File: src/rtl/mem_access_pkg.sv
// Shared definitions for the load/store initiator: funct3 width codes, FSM states, request legality.
// Pure declarations; no timing or flow-control content.
package mem_access_pkg;

    localparam int XLEN_DFLT = 32;

    localparam logic [2:0] F3_B  = 3'b000;
    localparam logic [2:0] F3_H  = 3'b001;
    localparam logic [2:0] F3_W  = 3'b010;
    localparam logic [2:0] F3_BU = 3'b100;
    localparam logic [2:0] F3_HU = 3'b101;

    typedef enum logic [1:0] {
        IDLE  = 2'd0,
        READ  = 2'd1,
        WRITE = 2'd2,
        DONE  = 2'd3
    } state_e;

    // High when the request must be rejected: illegal width code, unsigned store, or misalignment.
    function automatic logic req_bad(input logic st, input logic [2:0] f3, input logic [1:0] off);
        logic bad;
        bad = 1'b0;
        case (f3)
            F3_B:    bad = 1'b0;
            F3_H:    bad = off[0];
            F3_W:    bad = (off != 2'b00);
            F3_BU:   bad = st;
            F3_HU:   bad = st | off[0];
            default: bad = 1'b1;
        endcase
        return bad;
    endfunction

endpackage

File: src/rtl/mem_lane_unit.sv
// Big-endian lane select: extracts/extends a load value and merges store data into a word.
// Purely combinational, zero latency; no flow control.
module mem_lane_unit
    import mem_access_pkg::*;
(
    input  logic [31:0] word_i,
    input  logic [1:0]  off_i,
    input  logic [2:0]  funct3_i,
    input  logic [31:0] wdata_i,
    output logic [31:0] load_o,
    output logic [31:0] store_o
);

    logic [7:0]  byte_sel;
    logic [15:0] half_sel;

    always_comb begin
        byte_sel = word_i[31:24];
        case (off_i)
            2'd0:    byte_sel = word_i[31:24];
            2'd1:    byte_sel = word_i[23:16];
            2'd2:    byte_sel = word_i[15:8];
            default: byte_sel = word_i[7:0];
        endcase
        half_sel = off_i[1] ? word_i[15:0] : word_i[31:16];
    end

    always_comb begin
        load_o = word_i;
        case (funct3_i)
            F3_B:    load_o = {{24{byte_sel[7]}}, byte_sel};
            F3_H:    load_o = {{16{half_sel[15]}}, half_sel};
            F3_BU:   load_o = {24'h0, byte_sel};
            F3_HU:   load_o = {16'h0, half_sel};
            default: load_o = word_i;
        endcase
    end

    // Full-word stores bypass the read word entirely.
    always_comb begin
        store_o = wdata_i;
        if (funct3_i == F3_B) begin
            store_o = word_i;
            case (off_i)
                2'd0:    store_o[31:24] = wdata_i[7:0];
                2'd1:    store_o[23:16] = wdata_i[7:0];
                2'd2:    store_o[15:8]  = wdata_i[7:0];
                default: store_o[7:0]   = wdata_i[7:0];
            endcase
        end else if (funct3_i == F3_H) begin
            store_o = word_i;
            if (off_i[1]) store_o[15:0]  = wdata_i[15:0];
            else          store_o[31:16] = wdata_i[15:0];
        end
    end

endmodule

File: src/rtl/mem_access_unit.sv
// RV32I load/store initiator: word-aligned memory cycles, RMW for SB/SH, error on bad requests.
// Latency start->done: err 1, load/SW 2, SB/SH 3; start ignored while busy (no queueing).
module mem_access_unit
    import mem_access_pkg::*;
#(
    parameter int XLEN = XLEN_DFLT
) (
    input  logic            clk,
    input  logic            rst,
    input  logic            start,
    input  logic            is_store,
    input  logic [2:0]      funct3,
    input  logic [XLEN-1:0] addr,
    input  logic [XLEN-1:0] wdata,
    output logic            busy,
    output logic            done,
    output logic            err,
    output logic [XLEN-1:0] rdata,
    output logic [31:0]     mem_adr,
    output logic [31:0]     mem_wd,
    output logic            mem_we,
    input  logic [31:0]     mem_rd
);

    state_e          state_q, state_d;
    logic [XLEN-1:0] addr_q, addr_d;
    logic [XLEN-1:0] wdata_q, wdata_d;
    logic [XLEN-1:0] rdata_q, rdata_d;
    logic [2:0]      funct3_q, funct3_d;
    logic            is_store_q, is_store_d;
    logic            err_q, err_d;
    logic [31:0]     word_q, word_d;
    logic [31:0]     lane_word, load_val, store_val;

    // In READ the live memory word feeds the lane unit so the load result lands with DONE.
    assign lane_word = (state_q == READ) ? mem_rd : word_q;

    mem_lane_unit u_lane (
        .word_i   (lane_word),
        .off_i    (addr_q[1:0]),
        .funct3_i (funct3_q),
        .wdata_i  (wdata_q),
        .load_o   (load_val),
        .store_o  (store_val)
    );

    always_comb begin
        state_d    = state_q;
        addr_d     = addr_q;
        wdata_d    = wdata_q;
        funct3_d   = funct3_q;
        is_store_d = is_store_q;
        word_d     = word_q;
        rdata_d    = rdata_q;
        err_d      = err_q;
        case (state_q)
            IDLE: begin
                if (start) begin
                    addr_d     = addr;
                    wdata_d    = wdata;
                    funct3_d   = funct3;
                    is_store_d = is_store;
                    if (req_bad(is_store, funct3, addr[1:0])) begin
                        state_d = DONE;
                        err_d   = 1'b1;
                    end else if (is_store && (funct3 == F3_W)) begin
                        state_d = WRITE;
                    end else begin
                        state_d = READ;
                    end
                end
            end
            READ: begin
                word_d = mem_rd;
                if (is_store_q) begin
                    state_d = WRITE;
                end else begin
                    state_d = DONE;
                    rdata_d = load_val;
                    err_d   = 1'b0;
                end
            end
            WRITE: begin
                state_d = DONE;
                err_d   = 1'b0;
            end
            default: state_d = IDLE;
        endcase
    end

    always_ff @(posedge clk) begin
        if (rst) begin
            state_q    <= IDLE;
            addr_q     <= '0;
            wdata_q    <= '0;
            funct3_q   <= '0;
            is_store_q <= 1'b0;
            word_q     <= '0;
            rdata_q    <= '0;
            err_q      <= 1'b0;
        end else begin
            state_q    <= state_d;
            addr_q     <= addr_d;
            wdata_q    <= wdata_d;
            funct3_q   <= funct3_d;
            is_store_q <= is_store_d;
            word_q     <= word_d;
            rdata_q    <= rdata_d;
            err_q      <= err_d;
        end
    end

    assign busy    = (state_q != IDLE);
    assign done    = (state_q == DONE);
    assign err     = err_q;
    assign rdata   = rdata_q;
    assign mem_adr = {addr_q[31:2], 2'b00};
    assign mem_wd  = store_val;
    // Reset during WRITE must suppress the memory update.
    assign mem_we  = (state_q == WRITE) && !rst;

endmodule

File: config.mk
export PLATFORM = sky130hd
export DESIGN_NAME = mem_access_unit
export DESIGN_NICKNAME = d
export VERILOG_FILES = /design/src/rtl/mem_access_pkg.sv /design/src/rtl/mem_lane_unit.sv /design/src/rtl/mem_access_unit.sv
export SDC_FILE = /design/constraint.sdc
export NUM_CORES = 1
export LEC_CHECK = 0
export CAP_MARGIN = 10
export CORE_UTILIZATION = 35
export DETAILED_ROUTE_END_ITERATION = 10
export GPL_TIMING_DRIVEN = 0
export SKIP_CTS_REPAIR_TIMING = 1
export SLEW_MARGIN = 10
export SYNTH_ARGS = -nofsm -noshare
export SYNTH_HDL_FRONTEND = slang
export SYNTH_HIERARCHICAL = 1
export SYNTH_SLANG_ARGS = --single-unit
export TNS_END_PERCENT = 10
File: constraint.sdc
create_clock -name clk -period 7.7 [get_ports clk]
set_input_delay 1.54 -clock clk [delete_from_list [all_inputs] [get_ports clk]]
set_output_delay 1.54 -clock clk [all_outputs]
set_load 0.02 [all_outputs]
==> flow_summary_export.csv <==
group,metric,value,unit
detailed_routing,drtIter0Drc,252,
worst_setup_path,critPathKind,"primary input to output pin",
cts,htree_levels,4,
floorplan,die_h,141.6,µm
synthesis,synth-compound-area-share,0.1275,
timing,skew,0.01528,ns
synthesis,yosysSeqAreaShare,0.3964,
synthesis,yosysWarnings,6,
synthesis,yosys.area_share.adder,0.007341,
worst_setup_path,crit_slowest_cell,"clkdlybuf4s50_1",
detailed_routing,viasPerCell,4.735,
cts,clock_latency,0.43,ns
synthesis,synthDominantCellAreaShare,0.3964,
worst_setup_path,path_cells,"clkdlybuf4s50_1, mux2_2, mux2_2, mux2i_1, mux2i_1, clkdlybuf4s50_1",
cts,cts_buffer_depth,2,
global_route,grt_max_degree,17,
flow_run,cap_violations,0,
synthesis,synth_cell_types,47,
floorplan,die_w,141.6,µm
detailed_routing,vias,6188,
floorplan,initial_core_util,0.3609,
floorplan,design.die.area,0.02004,mm²
detailed_routing,final_antenna_net_count,0,
detailed_routing,wl_per_cell,16.56,µm
cts,root_buffer,"clkbuf_16",
synthesis,synth_edf_count,0,
power_and_ir_drop,power_density,340.6,mW/mm²
timing,slew_violations,0,
cts,clock-sinks,135,
timing,fin_crit,4.956,ns
synthesis,yosys-top-cells-area,"dfxtp_1 (40%), nand2_1 (13%), mux2_2 (10%)",
placed_design,port_buffers,200,
worst_setup_path,cp_max_fo,5,
status,outcome,"completed",
placed_design,gp_congestion,0.9171,
detailed_routing,drcViolationCount,0,
worst_setup_path,crit_path_start_kind,"primary input",
synthesis,synth_top_cell_by_area,"dfxtp_1",
timing,rsz0062_at_grt,"false",
cts,numCtsBuffers,17,
global_route,track_usage,0.2203,
global_route,grt_pass1_wl,33120,µm
synthesis,synth_area,0.006818,mm²
final_layout,n_antenna_cell,0,
synthesis,synth_xor_area_frac,0,
timing,worstMarginPinSlew,0.6289,ns
worst_setup_path,crit_arrival,3.42,ns
synthesis,async_flop_share,0,
detailed_routing,wirelength,21640,µm
synthesis,synth_common_cells,"nand2_1 (245), dfxtp_1 (135), a21oi_1 (104)",
timing,slew_headroom,0.5798,
worst_setup_path,critPathMaxStageDelay,0.56,ns
synthesis,synth_top_family_by_area,"simple AND/OR/NAND/NOR gates",
timing,setup_violations,0,
timing,tns,0,ns
cts,cts_tree,"yes",
synthesis,ys_ff_latch,135,
floorplan,core,0.01889,mm²
synthesis,avgSynthCellArea,8.376,µm²
power_and_ir_drop,p_leak,3.837,nW
cts,clkTransAtPathRegs,0.06,ns
synthesis,yosys.area_share.simple,0.2059,
final_layout,final_nets,1141,
worst_setup_path,endpoint_kind,"output pin",
synthesis,synth_most_common_cell,"nand2_1",
detailed_routing,firstDrtPassIters,5,
global_route,overflow,0,
power_and_ir_drop,p_total,3.319,mW
final_layout,layout-drive-gt1-share,0.1633,
timing,max_freq,0.2018,GHz
worst_hold_path,hold_path_class,"flop to flop",
timing,hold_viol_final,0,
synthesis,synth_mux_area_frac,0.1813,
floorplan,io_pins,203,
power_and_ir_drop,irDropWorstVdd,183.1,µV
synthesis,netlist_instances,814,
placed_design,dp_hpwl,16630,µm
final_layout,area_growth,42.91,%
worst_setup_path,required,6.16,ns
global_route,grt_pass1_vias,5944,
floorplan,num_rows,50,
synthesis,synth_ff_type,"dfxtp_1",
timing,min_period_over_period,0.6437,
global_route,antenna_found_initial,0,
[cell type report]
type | instances | area (µm²)
repair buffers | 200 | 2002
inverters | 4 | 15.01
clock inverters | 11 | 123.9
clock buffers | 21 | 470.5
well taps | 260 | 325.3
multi-input cells | 585 | 3567
plain buffers | 91 | 536.8
flip-flops and latches | 135 | 2703
fillers | 1887 | 9150
[metrics by stage]
step	setup WS (ns)	cells	cell area [µm²]	util	hold WS, ns
5_1_grt	2.673	1307	9743	0.5157	0.4630
6_report	2.744	1307	9743	0.5157	0.4515
3_5_place_dp	2.725	1275	9149	0.4842	0.4466
4_1_cts	2.725	1307	9743	0.5157	0.4544
3_3_place_gp	2.735	1275	9149	0.4842	0.4420
2_1_floorplan	3.775	815	6822	-	0.4330
[layout by cell type (no fill, tap or decap), types with 2 or more instances in the layout]
cell type        count
nor2_1               5
clkbuf_8             3
clkinv_2             2
clkdlybuf4s50_1    200
conb_1               2
nor3_1               2
a22oi_1              5
a211oi_2             2
buf_6                4
dfxtp_1            135
buf_2               26
inv_1                4
o21ai_0              2
a21oi_1            104
nor3b_1              3
clkbuf_16           17
nor2b_1             44
bufinv_16            2
nand3_1              5
buf_4               35
a221oi_1             2
clkbuf_1            19
o211ai_1             3
a2bb2oi_1            2
ha_1                 4
a221o_1              9
nand2_1            245
buf_1                7
clkinvlp_4           6
mux2_2              62
nand2b_1             8
o2bb2ai_1            7
mux2i_1             50
[final timing paths]
kind                            slack (ns)                endpoint                    start  cells past startpoint
worst max register to register        4.78  rdata[31]$_SDFFE_PP0P_  state_q[1]$_SDFFE_PP0N_                     11
worst min-delay path                  0.45  rdata[17]$_SDFFE_PP0P_   rdata[17]$_SDFFE_PP0P_                      2
worst min register to register        0.45  rdata[17]$_SDFFE_PP0P_   rdata[17]$_SDFFE_PP0P_                      2
worst max-delay path                  2.74              mem_wd[20]               mem_rd[20]                      6
[critical path, delay by kind of cell]
family                 cells  cell delay [ns]
buffers and inverters      2             1.00
multiplexers               4             0.87
[cell families (layout without fill, tap and decap cells)]
family / count (synthesis) / in the layout
multiplexers: 114 / 114
other: 1 / 2
buffers and inverters: 95 / 327
AND/OR/NAND/NOR: 322 / 322
adder cells (fa/ha/maj): 4 / 4
flip-flops: 135 / 135
AO/OA/AOI/OAI: 143 / 143
[flip-flops by register name, indices dropped and copies added (netlist names)]
name and cells:
err 1, rdata 32, wdata_q 32, state_q 2
is_store_q 1, funct3_q 3, word_q 32, addr_q 32
[layer usage]
layer | global-route usage | vias up | part of all wire
met5 | 0 | - | 0
met4 | 0.06395 | 0 | 0.017
met3 | 0.06716 | 25 | 0.067
met2 | 0.3658 | 194 | 0.47
met1 | 0.2741 | 2826 | 0.45
li1 | - | 3143 | -
[where the power goes]
| group | switching, mW | internal [mW] | total [mW] | leakage (nW) |
|---|---|---|---|---|
| registers | 0.0827 | 0.832 | 0.915 | 1.10 |
| logic | 0.873 | 0.720 | 1.59 | 2.46 |
| clock network | 0.310 | 0.501 | 0.811 | 0.273 |
| total | 1.27 | 2.05 | 3.32 | 3.84 |
Note: power is estimated with default switching activity, not from simulation.
